**src/rtl/audio_rec_pkg.sv**
```systemverilog
// Shared types and constants for the audio recorder capture path.
package audio_rec_pkg;

  typedef enum logic [1:0] {
    IDLE    = 2'd0,
    CONVERT = 2'd1,
    QUIET   = 2'd2,
    READY   = 2'd3
  } state_t;

  // ADC frame: 16 SCLK cycles, 4 leading zeros, then data MSB first.
  localparam int ADC_FRAME_BITS = 16;
  localparam int ADC_LEAD_ZEROS = 4;

endpackage

```
**src/rtl/adc_sclk_gen.sv**
```systemverilog
// ADC serial clock generator: toggles SCLK every CLK_DIV clocks while enabled,
// starting with a fall; idles high. Rise/fall strobes are asserted on the
// clock whose edge produces the corresponding SCLK transition.
module adc_sclk_gen #(
  parameter int CLK_DIV = 5
) (
  input  logic clk,
  input  logic srst,
  input  logic en,
  output logic sclk,
  output logic sclk_rise,
  output logic sclk_fall
);

  localparam int CW = $clog2(CLK_DIV + 1);

  logic [CW-1:0] cnt_q, cnt_d;
  logic          sclk_q, sclk_d;
  logic          wrap;

  // Half-period counting and next SCLK level; strobes flag the coming edge.
  always_comb begin
    wrap   = (cnt_q == CW'(CLK_DIV - 1));
    cnt_d  = cnt_q;
    sclk_d = sclk_q;
    if (!en) begin
      cnt_d  = '0;
      sclk_d = 1'b1;
    end else if (wrap) begin
      cnt_d  = '0;
      sclk_d = ~sclk_q;
    end else begin
      cnt_d  = cnt_q + 1'b1;
    end
    sclk_rise = en && wrap && !sclk_q;
    sclk_fall = en && wrap && sclk_q;
  end

  // Register the counter and the SCLK output.
  always_ff @(posedge clk) begin
    if (srst) begin
      cnt_q  <= '0;
      sclk_q <= 1'b1;
    end else begin
      cnt_q  <= cnt_d;
      sclk_q <= sclk_d;
    end
  end

  assign sclk = sclk_q;

endmodule

```
**src/rtl/adc_sample_capture.sv**
```systemverilog
// ADC sample capture: paces serial ADC conversions from a sample tick,
// deserialises each 16-bit frame and presents a 12-bit sample with a
// DataReady pulse. Optional feature macro ADC_AVG4_EN: average four frames
// per presented sample.
module adc_sample_capture
  import audio_rec_pkg::*;
#(
  parameter int CLK_DIV      = 5,
  parameter int SAMPLE_DIV   = 2268,
  parameter int DATA_WIDTH   = 12,
  parameter int READY_CYCLES = 4
) (
  input  logic                  Clock,
  input  logic                  Reset,
  input  logic                  Enable,
  input  logic                  AdcSdata,
  output logic                  AdcSclk,
  output logic                  AdcCSn,
  output logic [DATA_WIDTH-1:0] Sample,
  output logic                  DataReady,
  output logic                  Busy,
  output logic                  Overrun
);

  localparam int TW  = $clog2(SAMPLE_DIV);
  localparam int PW  = (CLK_DIV > READY_CYCLES) ? CLK_DIV : READY_CYCLES;
  localparam int PCW = $clog2(PW + 1);

  state_t                    state_q, state_d;
  logic [TW-1:0]             tick_cnt_q, tick_cnt_d;
  logic [PCW-1:0]            phase_cnt_q, phase_cnt_d;
  logic [4:0]                bit_cnt_q, bit_cnt_d;
  logic [ADC_FRAME_BITS-1:0] shift_q, shift_d;
  logic [DATA_WIDTH-1:0]     sample_q, sample_d;
  logic                      ready_q, ready_d;
  logic                      busy_q, busy_d;
  logic                      csn_q, csn_d;
  logic                      overrun_q, overrun_d;
  logic                      tick;
  logic                      sclk_rise, sclk_fall;
`ifdef ADC_AVG4_EN
  logic [13:0]               acc_q, acc_d;
  logic [1:0]                avg_phase_q, avg_phase_d;
  logic [13:0]               avg_sum;
`endif

  adc_sclk_gen #(.CLK_DIV(CLK_DIV)) u_sclk_gen (
    .clk       (Clock),
    .srst      (Reset),
    .en        (state_q == CONVERT),
    .sclk      (AdcSclk),
    .sclk_rise (sclk_rise),
    .sclk_fall (sclk_fall)
  );

  // Tick pacing, frame sequencing and next values of all registered outputs.
  always_comb begin
    tick        = Enable && (tick_cnt_q == TW'(SAMPLE_DIV - 1));
    tick_cnt_d  = (!Enable || tick) ? '0 : tick_cnt_q + 1'b1;
    state_d     = state_q;
    phase_cnt_d = phase_cnt_q;
    bit_cnt_d   = bit_cnt_q;
    shift_d     = shift_q;
    sample_d    = sample_q;
    overrun_d   = overrun_q;
`ifdef ADC_AVG4_EN
    acc_d       = acc_q;
    avg_phase_d = avg_phase_q;
    avg_sum     = acc_q + 14'(shift_q[DATA_WIDTH-1:0]);
`endif

    // A tick that finds a frame in flight is dropped and flagged.
    if (!Enable) overrun_d = 1'b0;
    else if (tick && state_q != IDLE) overrun_d = 1'b1;

    case (state_q)
      IDLE: begin
        if (tick) begin
          state_d   = CONVERT;
          bit_cnt_d = '0;
        end
      end
      CONVERT: begin
        // bit_cnt counts bits presented (SCLK falls); the rise after the
        // last fall captures the final bit and ends the frame.
        if (sclk_fall) bit_cnt_d = bit_cnt_q + 1'b1;
        if (sclk_rise) begin
          shift_d = {shift_q[ADC_FRAME_BITS-2:0], AdcSdata};
          if (bit_cnt_q == 5'(ADC_FRAME_BITS)) begin
            state_d     = QUIET;
            phase_cnt_d = '0;
          end
        end
      end
      QUIET: begin
        if (phase_cnt_q == PCW'(CLK_DIV - 1)) begin
          phase_cnt_d = '0;
`ifdef ADC_AVG4_EN
          if (avg_phase_q == 2'd3) begin
            state_d     = READY;
            sample_d    = DATA_WIDTH'(avg_sum >> 2);
            acc_d       = '0;
            avg_phase_d = '0;
          end else begin
            state_d     = IDLE;
            acc_d       = avg_sum;
            avg_phase_d = avg_phase_q + 1'b1;
          end
`else
          state_d  = READY;
          sample_d = shift_q[DATA_WIDTH-1:0];
`endif
        end else begin
          phase_cnt_d = phase_cnt_q + 1'b1;
        end
      end
      READY: begin
        if (phase_cnt_q == PCW'(READY_CYCLES - 1)) begin
          state_d     = IDLE;
          phase_cnt_d = '0;
        end else begin
          phase_cnt_d = phase_cnt_q + 1'b1;
        end
      end
      default: state_d = IDLE;
    endcase

`ifdef ADC_AVG4_EN
    // Averaging restarts from frame one whenever capture is disabled.
    if (!Enable) begin
      acc_d       = '0;
      avg_phase_d = '0;
    end
`endif

    busy_d  = (state_d != IDLE);
    ready_d = (state_d == READY);
    csn_d   = (state_d != CONVERT);
  end

  // State and output registers.
  always_ff @(posedge Clock) begin
    if (Reset) begin
      state_q     <= IDLE;
      tick_cnt_q  <= '0;
      phase_cnt_q <= '0;
      bit_cnt_q   <= '0;
      shift_q     <= '0;
      sample_q    <= '0;
      ready_q     <= 1'b0;
      busy_q      <= 1'b0;
      csn_q       <= 1'b1;
      overrun_q   <= 1'b0;
`ifdef ADC_AVG4_EN
      acc_q       <= '0;
      avg_phase_q <= '0;
`endif
    end else begin
      state_q     <= state_d;
      tick_cnt_q  <= tick_cnt_d;
      phase_cnt_q <= phase_cnt_d;
      bit_cnt_q   <= bit_cnt_d;
      shift_q     <= shift_d;
      sample_q    <= sample_d;
      ready_q     <= ready_d;
      busy_q      <= busy_d;
      csn_q       <= csn_d;
      overrun_q   <= overrun_d;
`ifdef ADC_AVG4_EN
      acc_q       <= acc_d;
      avg_phase_q <= avg_phase_d;
`endif
    end
  end

  assign AdcCSn    = csn_q;
  assign Sample    = sample_q;
  assign DataReady = ready_q;
  assign Busy      = busy_q;
  assign Overrun   = overrun_q;

endmodule

```
**config.mk**
```make
export PLATFORM = sky130hd
export DESIGN_NAME = adc_sample_capture
export DESIGN_NICKNAME = d
export VERILOG_FILES = /design/src/rtl/audio_rec_pkg.sv /design/src/rtl/adc_sclk_gen.sv /design/src/rtl/adc_sample_capture.sv
export SDC_FILE = /design/constraint.sdc
export NUM_CORES = 1
export LEC_CHECK = 0
export BUFFER_PORTS_ARGS = -buffer_cell sky130_fd_sc_hd__buf_2
export CORE_ASPECT_RATIO = 0.75
export CORE_MARGIN = 3
export CORE_UTILIZATION = 45
export DETAILED_ROUTE_END_ITERATION = 8
export PLACE_DENSITY_LB_ADDON = 0.3
export SLEW_MARGIN = 30
export SYNTH_ARGS = -nofsm -noshare
export SYNTH_HDL_FRONTEND = slang
export SYNTH_SLANG_ARGS = --single-unit
```
**constraint.sdc**
```tcl
create_clock -name Clock -period 2.24 [get_ports Clock]
set_input_delay 0.448 -clock Clock [delete_from_list [all_inputs] [get_ports Clock]]
set_output_delay 0.448 -clock Clock [all_outputs]
set_load 0.02 [all_outputs]
```
Yosys cells after proc, flatten, opt, wreduce, memory -nomap -nowiden
Index checks and enable logic that the tools add are counted.
{"block": "classes", "addsub": 4, "eq_ne": 14, "mux": 14, "bitwise_logic": 3, "n_reduce_logical": 21}
{"cell": "12-bit by 1-bit adder with 12-bit output (second input constant)", "count": 1}
{"cell": "12-bit equality test (second input constant)", "count": 1}
{"cell": "3-bit 2-to-1 mux", "count": 4}
{"cell": "2-bit 2-to-1 mux", "count": 5}
{"cell": "5-bit 2-to-1 mux", "count": 2}
{"cell": "5-bit case mux with 2 select lines", "count": 1}
{"cell": "3-bit case mux with 3 select lines", "count": 1}
{"cell": "2-bit != test (second input constant)", "count": 4}
{"cell": "2-bit case mux with 4 select lines", "count": 1}
{"cell": "3-bit by 1-bit adder with 3-bit output (second input constant)", "count": 2}
{"cell": "2-bit equality test (second input constant)", "count": 3}
{"cell": "3-bit equality test (second input constant)", "count": 2}
{"cell": "3-bit AND reduction", "count": 2}
{"cell": "2-bit nonzero test", "count": 3}
{"cell": "2-bit OR reduction", "count": 3}
{"cell": "5-bit by 1-bit adder with 5-bit output (second input constant)", "count": 1}
{"cell": "5-bit equality test (second input constant)", "count": 1}
{"cell": "1-bit logical AND", "count": 5}
{"cell": "2-bit AND reduction", "count": 2}
{"cell": "3-bit by 2-bit equality test with 1-bit output (second input constant)", "count": 1}
{"cell": "1-bit NOT", "count": 3}
{"cell": "3-bit nonzero test", "count": 1}
{"cell": "3-bit OR reduction", "count": 1}
{"cell": "2-bit by 1-bit equality test with 1-bit output (second input constant)", "count": 1}
{"cell": "other kinds (4)", "count": 5}
{"block": "totals", "ff_bits": 54, "inputBits": 4, "output_inout_bits": 17, "word_cells": 68}

Depth between registers and ports, before layout
{"block": "depth", "depth_word": 6, "depth_mapped": 7, "ltp_nobuf": 6}

Hierarchy
From an unflattened synthesis, not the netlist that was laid out.
{"block": "hier_totals", "cells_unflattened": 269, "area_unflattened_um2": 2279.7}
{"module": "adc_sample_capture", "n_inst": 1, "cells_per_inst": 247, "area_each_um2": 2083.2, "seq_area_each_um2": 1001.0}
{"module": "adc_sclk_gen", "n_inst": 1, "cells_per_inst": 22, "area_each_um2": 196.4, "seq_area_each_um2": 80.1}

Worst setup path before layout
No wires, ideal clock.
{"block": "synth_timing", "path_type": "register to register", "startpoint": "register phase_cnt_q[0]", "endpoint": "register csn_q (netlist: AdcCSn)", "setup_ns": 0.127, "t_arrival_ns": 1.478, "setup_slack_ns": 0.635, "path_stages_with_launch": 7, "period_less_slack_ns": 1.605, "cell_sequence": "dfxtp_1 > ha_1 > ha_1 > nand2b_1 > a311oi_1 > o31ai_1 > or3_1"}
{"block": "synth_between", "elab_chain_cells": 4}
{"item": "from (decl)", "line_no": "adc_sample_capture.sv:31", "source": "logic [PCW-1:0] phase_cnt_q, phase_cnt_d;"}
{"item": "from (signal assigned)", "line_no": "adc_sample_capture.sv:161", "source": "phase_cnt_q <= phase_cnt_d;"}
{"item": "3-bit by 2-bit equality test with 1-bit output / 3-bit equality test (equally long branches)", "line_no": "adc_sample_capture.sv:118, adc_sample_capture.sv:96"}
{"item": "2-bit 2-to-1 mux (on tied branches)", "line_no": "adc_sample_capture.sv:118, adc_sample_capture.sv:96"}
{"item": "2-bit case mux with 4 select lines (*)", "line_no": "adc_sample_capture.sv:76", "source": "case (state_q)"}
{"item": "2-bit by 1-bit != test with 1-bit output (*)", "line_no": "adc_sample_capture.sv:138", "source": "csn_d = (state_d != CONVERT);"}
{"item": "to (signal assigned)", "line_no": "adc_sample_capture.sv:167", "source": "csn_q <= csn_d;"}
{"item": "to (decl)", "line_no": "adc_sample_capture.sv:37", "source": "logic csn_q, csn_d;"}
Mark *: on every way between the ends. The rest lies on a longest branch, timed or not.
A chain may end at the register's enable or synchronous reset.

Worst setup path in the final report
{"block": "layout_timing", "startpoint": "register phase_cnt_q[2]", "endpoint": "register csn_q (netlist: AdcCSn)"}
Same word-level chain as after synthesis.

==> reports/metrics.csv <==
stage,metric,value,unit
run_status,run status,"complete, no violations",
detailed_routing,drt pass-1 iters,4,
finish,ant diodes,0,
logic_synthesis,"Top FF cell, synth",dfxtp_1,
logic_synthesis,mux contribution to synthesized area,5.67,%
timing,pins over their slew limit,0,
logic_synthesis,YS warnings,0,
die,Starting Density,49.1,%
hold_path,Hold Path Class,in -> reg,
timing,min Tclk post-route,1.74,ns
timing,RSZ-0062 raised after global routing,false,
finish,area grow syn2layout,10.4,%
place,gpl congestion,0.780,
power,Clk network pwr share,35.6,%
timing,final setup margin,0.497,ns
timing,final hold slack,0.386,ns
global_routing,vias in the first global route,1548,
timing,period utilization,77.8,%
setup_path,WS Path Type,reg -> reg,
logic_synthesis,netlist area before placement,2290,µm²
die,Die Wd,88.5,µm
detailed_routing,Via density,5.11,
clock_tree,CTS Buffer Depth,2,
setup_path,CP startpoint,phase_cnt_q[2],
run,# Max-Cap Violations,0,
clock_tree,CTS H-tree depth,2,
detailed_routing,DR WL/cell,12.6,µm
finish,post-layout util,54.1,%
power,Tot Pwr,1.53,mW
logic_synthesis,Synth Area in Adders,4.91,%
die,row count,21,
timing,fmax,574,MHz
global_routing,pin count of the biggest net entering global routing,22,
logic_synthesis,largest family of logic cells by synthesized area,simple AND/OR/NAND/NOR gates,
die,Die Area,6000,µm²
global_routing,GRT Residual Overflow,0,
power,Sequential Power Share,62.7,%
logic_synthesis,Post-synth EDFFs,0,
detailed_routing,DRT Wirelength,4140,µm
logic_synthesis,XOR/XNOR Fraction of Synth Area,4.20,%
power,Combinational Power Share,1.7,%
timing,Least-Margin Pin Slew,0.664,ns
clock_tree,clock latency on the worst-skew pair,0.30,ns
logic_synthesis,compound-cell area share of the yosys netlist,8.56,%
setup_path,WP data required,2.44,ns
timing,Worst Skew,0.00481,ns
detailed_routing,DRC Markers,0,
global_routing,Tot GR Track Use,15.6,%
die,die extent in y,67.8,µm
place,placed cells,321,
logic_synthesis,Synth Instances,251,
detailed_routing,post-route ant nets,0,
global_routing,initial antenna violation count,0,
clock_tree,cts hold-fix bufs,0,
clock_tree,Inserted Clock Buffers,5,
place,dpl ws,0.511,ns
finish,share of layout cells above drive strength 1,14.0,%
logic_synthesis,Syn Nets,264,
timing,Fin. Hold Viols,0,
die,io pins,21,
place,Port Buffers,20,
timing,setup violation total in the final timing report,0,
setup_path,WP data arrival,1.94,ns
setup_path,CP Launch Type,flip-flop,
setup_path,worst reg2reg startpoint,phase_cnt_q[2],
clock_tree,CTS Root Buffer Type,clkbuf_8,
clock_tree,# Post-CTS Setup Buffers,0,
finish,design area,2530,µm²
place,placed cell area,2440,µm²
logic_synthesis,Synth Area in Simple Gates,25.4,%
setup_path,Worst Path Max Fanout,4,
hold_path,hold_sp,AdcSdata,
power,Pint,1.22,mW
timing,post-route setup TNS,0,ns
global_routing,first-pass GRT wire length,7180,µm
power,PwrDens,606,nW/µm²
die,core area,4680,µm²
power,P_sw,0.316,mW
setup_path,CP endpoint kind,flip-flop,
clock_tree,clock transition at the registers of the reported paths,0.09,ns
detailed_routing,vias post-DR,1681,
clock_tree,clock sink total,54,
finish,NumNets Final,284,
logic_synthesis,ys async rst share,0,%
power,worst vdd ir,0.306,mV
detailed_routing,initial drt markers,103,
timing,Rel. slew slack,55.4,%
place,final HPWL from detailed placement,2940,µm
logic_synthesis,Mapped Avg Cell Area,9.14,µm²
power,Lkg Pwr,0.937,nW
logic_synthesis,Synth cell types,42,
logic_synthesis,share of the yosys chip area belonging to registers,47.1,%
clock_tree,CTS tree,yes,
power,Sw Ratio,20.6,%
clock_tree,post_cts resized,0,
finish,Finished Layout Cells,329,
setup_path,flop2flop setup slack,0.50,ns
logic_synthesis,Yosys reg bits,54,
-- sequential cells by signal, indices dropped and copies added, names as in the netlist, 2 cells and up --
register          cells
Sample               12
shift_q              12
phase_cnt_q           3
tick_cnt_q           12
u_sclk_gen.cnt_q      3
bit_cnt_q             5
state_q               2
-- cell families after synthesis --
| kind of cell | count (synthesis) |
|---|---|
| AO/OA/AOI/OAI | 31 |
| XOR/XNOR | 11 |
| adder cells (fa/ha/maj) | 9 |
| buffers and inverters | 23 |
| flip-flops | 54 |
| multiplexers | 13 |
| AND/OR/NAND/NOR | 110 |
-- cell usage in the layout (no fill, tap or decap), types with 2 or more instances in the layout --
master,Yosys,routed
xor2_1,3,3
buf_4,2,3
or3_1,4,4
nand2b_1,2,2
nor4_1,2,2
nor3b_1,3,3
dfxtp_1,54,54
nand4_1,2,2
o21ai_0,2,2
ha_1,9,9
nand2_1,29,29
a21o_1,4,4
inv_1,13,13
nor2_1,34,34
o31ai_1,3,3
buf_2,2,20
mux2i_1,13,13
clkbuf_8,0,6
xnor2_1,8,8
nand3_1,12,12
and3_1,3,3
a21oi_1,16,16
nor3_1,6,6
-- worst max-delay path, cell delays in order, from the launching register on --
cell and delay [ns]:
dfxtp_1 0.45, inv_1 0.09, ha_1 0.21, nand2b_1 0.14, a311oi_1 0.27, o31ai_1 0.17
or3_1 0.33
-- layout make-up --
| type | count | area, µm² |
|---|---|---|
| tap | 57 | 71.3 |
| inverter | 13 | 48.8 |
| timing repair buffer | 23 | 123 |
| fill | 438 | 2140 |
| clock inverter | 1 | 5.00 |
| multi-input combinational | 174 | 1120 |
| sequential | 54 | 1080 |
| clock buffer | 7 | 86.3 |
-- power groups by stage --
stage	clock [mW]	combinational (mW)	sequential (mW)
4_1_cts	0.573	0.0270	0.962
2_1_floorplan	0	0.0192	0.985
3_3_place_gp	0	0.0271	0.985
5_1_grt	0.609	0.0299	0.963
3_5_place_dp	0	0.0269	0.985
6_report	0.546	0.0265	0.962
-- per-layer routing --
metal	routed length (µm)	GRT usage, %	vias up
met3	164	4.57	9
li1	-	-	889
met5	0	0	-
met1	2180	22.0	762
met2	1710	21.5	21
met4	84	7.74	0
-- final timing paths --
path | endpoint | depth (start not counted)
setup reg to reg | AdcCSn | 6
setup / recovery | AdcCSn | 6
hold / removal | shift_q[0] | 3
hold reg to reg | Sample[2] | 2
-- synthesized netlist by cell type (2+ instances only) --
library cell   n  area share (%)
a21o_1         4             1.3
nand3_1       12             2.6
inv_1         13             2.1
nor4_1         2            0.55
xor2_1         3             1.1
and3_1         3            0.82
dfxtp_1       54              47
nand4_1        2            0.55
nor3_1         6             1.3
nor2_1        34             5.6
or3_1          4             1.1
o31ai_1        3            0.98
ha_1           9             4.9
nand2_1       29             4.7
buf_4          2            0.65
mux2i_1       13             5.7
o21ai_0        2            0.44
xnor2_1        8             3.1
a21oi_1       16             3.5
nor3b_1        3            0.98
nand2b_1       2            0.55
clkbuf_1       6            0.98
buf_2          2            0.44
(Power assumes the default switching activity.)
